===== src/rtl/arb4_rr_grant.sv =====
// arb4_rr_grant: 4-way arbiter, fixed priority or round-robin, with registered grant and bounded hold
module arb4_rr_grant #(
  parameter int MAX_HOLD = 8,
  parameter int HOLD_W = 4
) (
  input  logic       clk,
  input  logic       rst_n,
  input  logic [3:0] req,
  input  logic       mode,
  output logic [3:0] gnt,
  output logic [1:0] gnt_id,
  output logic       gnt_valid,
  output logic       gnt_end
);
  typedef enum logic {IDLE, GRANT} state_t;
  localparam logic [HOLD_W-1:0] LIMIT = HOLD_W'(MAX_HOLD);
  state_t state;
  logic [1:0] ptr, win, idx;
  logic [HOLD_W-1:0] cnt;
  logic release_now;
  // walk the scan order backwards so the earliest requester in order wins
  always_comb begin
    win = 2'd0;
    idx = 2'd0;
    for (int k = 3; k >= 0; k--) begin
      idx = mode ? ptr + 2'(k) : 2'(3 - k);
      if (req[idx]) win = idx;
    end
  end
  assign release_now = !req[gnt_id] || (MAX_HOLD != 0 && cnt == LIMIT);
  always_ff @(posedge clk)
    if (!rst_n) begin
      state     <= IDLE;
      gnt       <= 4'b0;
      gnt_id    <= 2'd0;
      gnt_valid <= 1'b0;
      gnt_end   <= 1'b0;
      ptr       <= 2'd0;
      cnt       <= '0;
    end else if (state == IDLE) begin
      gnt_end <= 1'b0;
      if (|req) begin
        state     <= GRANT;
        gnt       <= 4'b1 << win;
        gnt_id    <= win;
        gnt_valid <= 1'b1;
        cnt       <= HOLD_W'(1);
        if (mode) ptr <= win + 2'd1;
      end
    end else if (release_now) begin
      state     <= IDLE;
      gnt       <= 4'b0;
      gnt_id    <= 2'd0;
      gnt_valid <= 1'b0;
      gnt_end   <= 1'b1;
    end else
      cnt <= &cnt ? cnt : cnt + 1'b1;
endmodule


===== config.mk =====
export PLATFORM = sky130hd
export DESIGN_NAME = arb4_rr_grant
export DESIGN_NICKNAME = d
export VERILOG_FILES = /design/src/rtl/arb4_rr_grant.sv
export SDC_FILE = /design/constraint.sdc
export NUM_CORES = 1
export LEC_CHECK = 0
export ABC_AREA = 1
export ABC_CLOCK_PERIOD_IN_PS = 1800
export BUFFER_PORTS_ARGS = -buffer_cell sky130_fd_sc_hd__buf_2
export CAP_MARGIN = 10
export CORE_MARGIN = 2
export CORE_UTILIZATION = 45
export CTS_BUF_LIST = sky130_fd_sc_hd__clkbuf_16
export DETAILED_ROUTE_END_ITERATION = 16
export GPL_ROUTABILITY_DRIVEN = 0
export HOLD_SLACK_MARGIN = 0.06
export PLACE_DENSITY = 0.65
export SYNTH_ARGS = -nofsm -noshare
export SYNTH_HDL_FRONTEND = slang
export SYNTH_SLANG_ARGS = --single-unit

===== constraint.sdc =====
create_clock -name clk -period 1.8 [get_ports clk]
set_clock_uncertainty 0.1 [all_clocks]
set_input_delay 0.09 -clock clk [delete_from_list [all_inputs] [get_ports clk]]
set_output_delay 0.09 -clock clk [all_outputs]
set_load 0.1 [all_outputs]

==> results by group, run 1 <==
Floorplan
  • Die area: 0.00262 sq mm
  • Initial Util: 0.463
  • Die Width: 51.2 um
  • Die Span Y: 51.2 um
  • Placement row count: 17
  • Core ar.: 0.00217 sq mm
  • Ports: 15

Drt
  • DRC violations left: 0
  • Vias per cell: 5.00
  • Routed WL per cell: 10.5 um
  • Final WL: 2180 um
  • Via count: 1036
  • Total iterations of the first detailed-routing run: 4
  • Routed Antenna Nets: 0
  • Number of DRC markers in iteration 0: 25

Global route
  • First-pass GRT wire length: 3680 um
  • Total grt overflow: 0
  • Largest net degree at the start of global routing: 13
  • Antenna violations before repair: 0
  • GRT Total Usage: 0.185
  • Vias in the first global route: 889

Synthesis
  • Synth area leader: dfxtp_1
  • Post-synth top flop: dfxtp_1
  • Synth cell count leaders: nand2_1 (48), nand3_1 (20), dfxtp_1 (15), inv_1 (15), nor2_1 (13)
  • Async set-or-reset flop fraction in the synthesized netlist: 0
  • Mapped Nets: 169
  • Mapped Area: 0.00100 sq mm
  • Mapped Cells: 160
  • Yosys reg bits: 15
  • Seq/Total Area, Yosys: 0.299
  • Syn avg cell area: 6.27 sq um
  • Warnings, synthesis: 0
  • Cell with the most instances after synthesis: nand2_1
  • Top cells by area, synth: dfxtp_1 (30%), nand2_1 (18%), nand3_1 (10%)
  • Netlist cell types: 24
  • Post-synth top area share: 0.299
  • Post-synth EDFFs: 0

Clock network
  • TritonCTS clock tree: done
  • CTS Buf Count: 3
  • Reg clk slew, reported paths: 50 ps
  • Clock sinks: 15
  • Clk buf depth: 2
  • H-tree depth: 1
  • Root Buffer: clkbuf_16
  • Clk Latency, worst-skew pair: 240 ps

Setup path
  • Critical path peak fanout: 11
  • Startpoint Class: flop
  • WS Path Type: reg2reg
  • Crit path required time: 1840 ps
  • WP data arrival: 1630 ps
  • R2r setup slk: 210 ps
  • Crit end category: flop

Run status
  • Status: finished, final reports clean

Placement
  • Port bufs: 14
  • Dpl hpwl: 1760 um

STA
  • Period minus WS final: 1590 ps
  • Final Hold Viols: 0
  • Max_slew headroom: 0.678
  • RSZ-0062 raised after global routing: false
  • Final Cycle Share: 0.884
  • Final setup viols: 0
  • Worst slew pin tran: 487 ps
  • Final Max Slew Viols: 0
  • Max Fclk: 628 MHz
  • Setup TNS: 0 ps

Power
  • Internal power: 785 uW
  • Psw: 527 uW
  • Power share of the combinational group: 0.369
  • Power per Cell Area: 1090 mW/mm^2
  • Tot Pwr: 1.31 mW
  • Clk pwr share: 0.328
  • Flop pwr share: 0.303
  • Leakage: 0.618 nW
  • Peak supply drop: 0.000735 V
  • Sw Ratio: 0.402

Layout
  • Final core occ: 0.558
  • Area Growth Syn to Fin: 20.6%
  • Fin nets: 189
  • # diodes: 0
  • Ratio of cells with drive above 1 in the final layout: 0.257

Min path
  • Hold Crit Class: in2reg

Job
  • Max Cap Viol: 0
==> layout by cell type, fill, tap and decap left out, types with 2 or more instances in the layout <==
cell,count
a21oi_1,11
buf_2,14
buf_4,2
clkbuf_16,3
dfxtp_1,11
dfxtp_2,4
ha_1,2
inv_1,15
inv_2,7
nand2_1,47
nand2_2,7
nand2_4,3
nand3_1,20
nand4_1,3
nor2_1,13
nor2_2,3
o211ai_1,2
o21ai_0,2
xor2_1,2
==> critical path, stage by stage (launching register included) <==
cell	delay [ps]
dfxtp_2	360
inv_2	80
nand2_4	140
nand2_1	90
nand3_1	70
nand2_1	80
nand2_1	60
nand3_1	60
nand2_1	140
inv_2	70
nand3_1	80
nand3_1	70
nand2_1	60
inv_1	30
==> path summary, 6_finish.rpt <==
check                           start                  end  cells past startpoint
setup / recovery  ptr[0]$_SDFFE_PN0P_  ptr[1]$_SDFFE_PN0P_                     13
hold / removal                   mode  ptr[1]$_SDFFE_PN0P_                      6
setup reg to reg  ptr[0]$_SDFFE_PN0P_  ptr[1]$_SDFFE_PN0P_                     13
hold reg to reg   gnt[1]$_SDFFE_PN0P_  gnt[1]$_SDFFE_PN0P_                      2
==> metrics by stage <==
stage	worst slack, ps	hold WS [ps]	instances	cell area, sq um
after floorplan	60.7	125	160	1010
after global routing	11.7	365	207	1210
after detailed placement	72.5	262	202	1110
after global placement	113	274	202	1110
final	209	286	207	1210
after CTS	69.2	274	207	1200
==> timing repair <==
| item | in CTS | in global routing |
|---|---|---|
| buffers inserted | 0 | 0 |
| gates resized for setup | 0 | 5 |
| endpoints found under the setup margin | 0 | 10 |
| endpoints found under the hold margin | 3 | 0 |
| hold buffers | 1 | 0 |
==> logic make-up after synthesis <==
group,count (synthesis),synth area share
xor+xnor,2,0.0175
compound gates,18,0.101
fa+ha+maj,2,0.0249
simple gates,99,0.460
flops,15,0.299
buf+inv,24,0.0972
==> registers in the layout, summed over array words and instances, names as in the netlist <==
name and cells:
gnt_id 2, cnt 4, state 1, ptr 2, gnt 4, gnt_valid 1
gnt_end 1
==> area by class of cell <==
type | instances | area (sq um)
Tap cell | 28 | 35.0
Clock inverter | 1 | 3.75
Timing Repair Buffer | 17 | 95.1
Clock buffer | 3 | 75.1
Multi-Input combinational cell | 121 | 613
Fill cell | 224 | 960
Sequential cell | 15 | 305
Inverter | 22 | 82.6
==> power by group through the flow <==
stage	registers [mW]	clock network [mW]	logic (mW)
after floorplan	0.555	0	0.240
after global placement	0.401	0	0.475
after detailed placement	0.402	0	0.479
after CTS	0.396	0.437	0.482
after global routing	0.402	0.446	0.531
final	0.397	0.431	0.484
==> per-layer routing <==
| metal | routed length [um] | track usage | vias up | part of all wire |
|---|---|---|---|---|
| li1 | - | - | 544 | - |
| met3 | 88 | 0.0468 | 2 | 0.040 |
| met4 | 11 | 0.0482 | 0 | 0.0050 |
| met1 | 976 | 0.223 | 466 | 0.45 |
| met2 | 1110 | 0.325 | 24 | 0.51 |
| met5 | 0 | 0 | - | 0 |
No activity file was read; power rests on OpenSTA's default activity.
==> run 2, diff against run 1 <==
--- a/config.mk
+++ b/config.mk
@@ -5,7 +5,6 @@
 export SDC_FILE = /design/constraint.sdc
 export NUM_CORES = 1
 export LEC_CHECK = 0
-export ABC_AREA = 1
 export ABC_CLOCK_PERIOD_IN_PS = 1800
 export BUFFER_PORTS_ARGS = -buffer_cell sky130_fd_sc_hd__buf_2
 export CAP_MARGIN = 10
@@ -15,7 +14,7 @@
 export DETAILED_ROUTE_END_ITERATION = 16
 export GPL_ROUTABILITY_DRIVEN = 0
 export HOLD_SLACK_MARGIN = 0.06
-export PLACE_DENSITY = 0.65
+export PLACE_DENSITY = 0.67
 export SYNTH_ARGS = -nofsm -noshare
 export SYNTH_HDL_FRONTEND = slang
 export SYNTH_SLANG_ARGS = --single-unit
==> run 2 against run 1 <==
The run now ends with negative setup slack left. Via count shrank 28%. Final cell count shrank 30%. Worst hold slack lost 220 ps. Utilization grew 8.4 points. Die area shrank 17%. Clock power shrank 1%. Largest cell class unchanged.
==> results by group, run 2 <==
Run status
  • Status: finished, violations left (was finished, final reports clean)
  • Violated checks: negative setup slack

Setup path
  • WS Path Type: reg2reg (unchanged)
  • Critical path peak fanout: 6 (was 11)
  • RR Endpoint: gnt[1]$_SDFFE_PN0P_ (was ptr[1]$_SDFFE_PN0P_)
  • R2R cell count: 6 (was 13)
  • Crit end category: flop (unchanged)
  • Worst path cell trace: nand2b_4 > o32a_1 > a211o_1 > a211o_4 > nor2b_4 > a22o_1 (was inv_2 > nand2_4 > nand2_1 > nand3_1 > nand2_1 > nand2_1 > nand3_1 > nand2_1 > inv_2 > nand3_1 > nand3_1 > nand2_1 > inv_1)
  • WP data arrival: 1980 ps (was 1630 ps)
  • Reg-to-reg startpoint: ptr[0]$_SDFFE_PN0P_ (unchanged)
  • R2r setup slk: -140 ps (was 210 ps)
  • Crit-path max cell delay: 350 ps (was 360 ps)
  • Crit path required time: 1840 ps (about the same)
  • Crit path max-delay cell type: a211o_4 (was dfxtp_2)
  • Startpoint Class: flop (unchanged)

Power
  • Power per Cell Area: 1060 mW/mm^2 (was 1090 mW/mm^2)
  • Peak supply drop: 0.000676 V (was 0.000735 V)
  • Leakage: 0.499 nW (was 0.618 nW)
  • Tot Pwr: 1.16 mW (was 1.31 mW)

Global route
  • Vias in the first global route: 663 (was 889)
  • First-pass GRT wire length: 2920 um (was 3680 um)
  • Antenna violations before repair: 0 (unchanged)
  • Largest net degree at the start of global routing: 12 (was 13)
  • Total grt overflow: 0 (unchanged)
  • GRT Total Usage: 0.191 (was 0.185)

Clock network
  • Reg clk slew, reported paths: 50 ps (about the same)
  • Clk Latency, worst-skew pair: 250 ps (was 240 ps)
  • Clk buf depth: 2 (unchanged)
  • Clock sinks: 15 (unchanged)
  • H-tree depth: 1 (unchanged)
  • CTS Buf Count: 3 (unchanged)
  • Root Buffer: clkbuf_16 (unchanged)
  • Post-CTS Hold Fix Bufs: 0 (was 1)
  • Setup Buffers After CTS: 0 (unchanged)
  • TritonCTS clock tree: done (unchanged)

Synthesis
  • Async set-or-reset flop fraction in the synthesized netlist: 0 (unchanged)
  • Synth cell count leaders: dfxtp_1 (15), nand2_1 (11), nor2_1 (11) (was nand2_1 (48), nand3_1 (20), dfxtp_1 (15), inv_1 (15), nor2_1 (13))
  • Mapped Cells: 96 (was 160)
  • Cell with the most instances after synthesis: dfxtp_1 (was nand2_1)
  • Seq/Total Area, Yosys: 0.369 (was 0.299)
  • Synth area leader: dfxtp_1 (unchanged)
  • Yosys reg bits: 15 (unchanged)
  • Post-synth EDFFs: 0 (unchanged)
  • Mapped Nets: 105 (was 169)
  • Mapped Area: 815 sq um (was 0.00100 sq mm)
  • Top cells by area, synth: dfxtp_1 (37%), nand2_1 (5.1%), nor2_1 (5.1%) (was dfxtp_1 (30%), nand2_1 (18%), nand3_1 (10%))
  • Post-synth top area share: 0.369 (was 0.299)
  • Netlist cell types: 35 (was 24)
  • Post-synth top flop: dfxtp_1 (unchanged)
  • Syn avg cell area: 8.48 sq um (was 6.27 sq um)
  • Warnings, synthesis: 0 (unchanged)

Floorplan
  • Core ar.: 0.00171 sq mm (was 0.00217 sq mm)
  • Die Width: 46.5 um (was 51.2 um)
  • Initial Util: 0.477 (was 0.463)
  • Placement row count: 15 (was 17)
  • Die area: 0.00217 sq mm (was 0.00262 sq mm)
  • Ports: 15 (unchanged)
  • Die Span Y: 46.5 um (was 51.2 um)

Placement
  • Placed Instance Area: 990 sq um (was 0.00111 sq mm)
  • Port bufs: 14 (unchanged)
  • Dpl hpwl: 1300 um (was 1760 um)

Drt
  • Vias per cell: 5.14 (was 5.00)
  • Top Layer Used: met4 (unchanged)
  • Final WL: 1800 um (was 2180 um)
  • Met1 WL: 921 um (was 976 um)
  • Number of DRC markers in iteration 0: 15 (was 25)
  • Routed wl met2: 746 um (was 1110 um)
  • Met3 routed WL: 90 um (was 88 um)
  • DRC violations left: 0 (unchanged)
  • Via count: 746 (was 1036)
  • Routed Antenna Nets: 0 (unchanged)
  • Routed WL per cell: 12.4 um (was 10.5 um)
  • Total iterations of the first detailed-routing run: 4 (unchanged)

STA
  • Final Max Slew Viols: 0 (unchanged)
  • Max_slew headroom: 0.677 (was 0.678)
  • Max Fclk: 516 MHz (was 628 MHz)
  • RSZ-0062 raised after global routing: true (was false)
  • Period minus WS final: 1940 ps (was 1590 ps)
  • Final setup viols: 6 (was 0)
  • Final Hold Viols: 0 (unchanged)
  • Final Cycle Share: 1.08 (was 0.884)
  • Worst slew pin tran: 487 ps (about the same)
  • Worst setup margin: -138 ps (was 209 ps)

Layout
  • Ratio of cells with drive above 1 in the final layout: 0.325 (was 0.257)
  • Area Growth Syn to Fin: 34.6% (was 20.6%)
  • Fin nets: 130 (was 189)
  • Design area: 0.00110 sq mm (was 0.00121 sq mm)
  • Commonest non-fill, non-tap cell in the layout: buf_2 (was nand2_1)
  • Most frequent cells in the layout: buf_2 (14), nor2_1 (11), nand2_1 (11), dfxtp_1 (11), buf_4 (7) (was nand2_1 (47), nand3_1 (20), inv_1 (15))
  • Top Registers: cnt x4, gnt x4 (unchanged)
  • Final core occ: 0.642 (was 0.558)
  • # diodes: 0 (unchanged)

Min path
  • Hold Crit Endpoint: gnt_id[1]$_SDFFE_PN0P_ (was ptr[1]$_SDFFE_PN0P_)
  • Hold_sp: rst_n (was mode)
  • Hold Crit Class: in2reg (unchanged)
  • Hold Crit Depth: 2 (was 6)

Job
  • Max Cap Viol: 0 (unchanged)
-- run 2: cell count changes after synthesis, moves of 3 or more --
| cell | delta |
|---|---|
| nand2_1 | -37 |
| inv_2 | -5 |
| nor2_2 | -3 |
| inv_1 | -12 |
| a21o_1 | +3 |
| a22o_1 | +3 |
| nand3_1 | -17 |
| nor2b_1 | +3 |
| a21oi_1 | -4 |
| nand2_2 | -7 |
-- run 2: per-stage QoR --
stage	setup TNS (ps)	setup slack (ps)	cells	hold slack, ps
after floorplan	-185	-84.3	96	218
after global placement	-276	-96.3	141	320
after detailed placement	-424	-132	141	321
after CTS	-334	-112	145	63.4
after global routing	-767	-173	145	85.9
final	-488	-138	145	69.0
-- run 2: how the worst max path moves through the flow --
stage | from | endpoint | slack, ps | depth (start not counted)
3_5_place_dp | ptr[1]$_SDFFE_PN0P_ | gnt[1]$_SDFFE_PN0P_ | -130 | 6
4_1_cts | ptr[0]$_SDFFE_PN0P_ | gnt[1]$_SDFFE_PN0P_ | -110 | 6
6_report | ptr[0]$_SDFFE_PN0P_ | gnt[1]$_SDFFE_PN0P_ | -140 | 6
5_1_grt | ptr[0]$_SDFFE_PN0P_ | gnt[1]$_SDFFE_PN0P_ | -170 | 6
2_1_floorplan | ptr[0]$_SDFFE_PN0P_ | gnt[1]$_SDFFE_PN0P_ | -80 | 6
3_3_place_gp | ptr[1]$_SDFFE_PN0P_ | gnt[1]$_SDFFE_PN0P_ | -100 | 6
-- run 2: cell type report --
cell class              instances  area (sq um)
fillers                       150           612
multi-input cells              75           527
flip-flops and latches         15           310
repair buffers                 22           134
clock buffers                   3          75.1
well taps                      25          31.3
inverters                       4          15.0
clock inverters                 1          3.75
-- run 2: per-layer routing --
layer | up-vias | global-route usage
li1 | 394 | -
met1 | 322 | 0.264
met2 | 25 | 0.278
met3 | 5 | 0.0471
met4 | 0 | 0.0857
met5 | - | 0
-- run 2: timing repair --
| action | in CTS | in global routing |
|---|---|---|
| endpoints found under the setup margin | 6 | 6 |
| endpoints found under the hold margin | 0 | 0 |
| pin swaps | 4 | 3 |
| resized for setup | 3 | 3 |
-- run 2: kinds of logic (layout without fill, tap and decap cells) --
family | count (synthesis) | count (layout) | synth area share
simple gates | 36 | 36 | 0.224
compound gates | 31 | 31 | 0.263
flops | 15 | 15 | 0.369
buf+inv | 6 | 30 | 0.0276
xor+xnor | 3 | 3 | 0.0323
mux | 3 | 3 | 0.0538
fa+ha+maj | 2 | 2 | 0.0307
-- run 2: worst max-delay path: cells and delay by family (launching register included) --
family / cells / cell delay (ps)
flops: 1 / 330
compound gates: 4 / 1130
simple gates: 2 / 270
-- run 2: power breakdown --
group	internal, mW	switching [mW]
logic	0.113	0.236
clock network	0.294	0.131
registers	0.364	0.0244
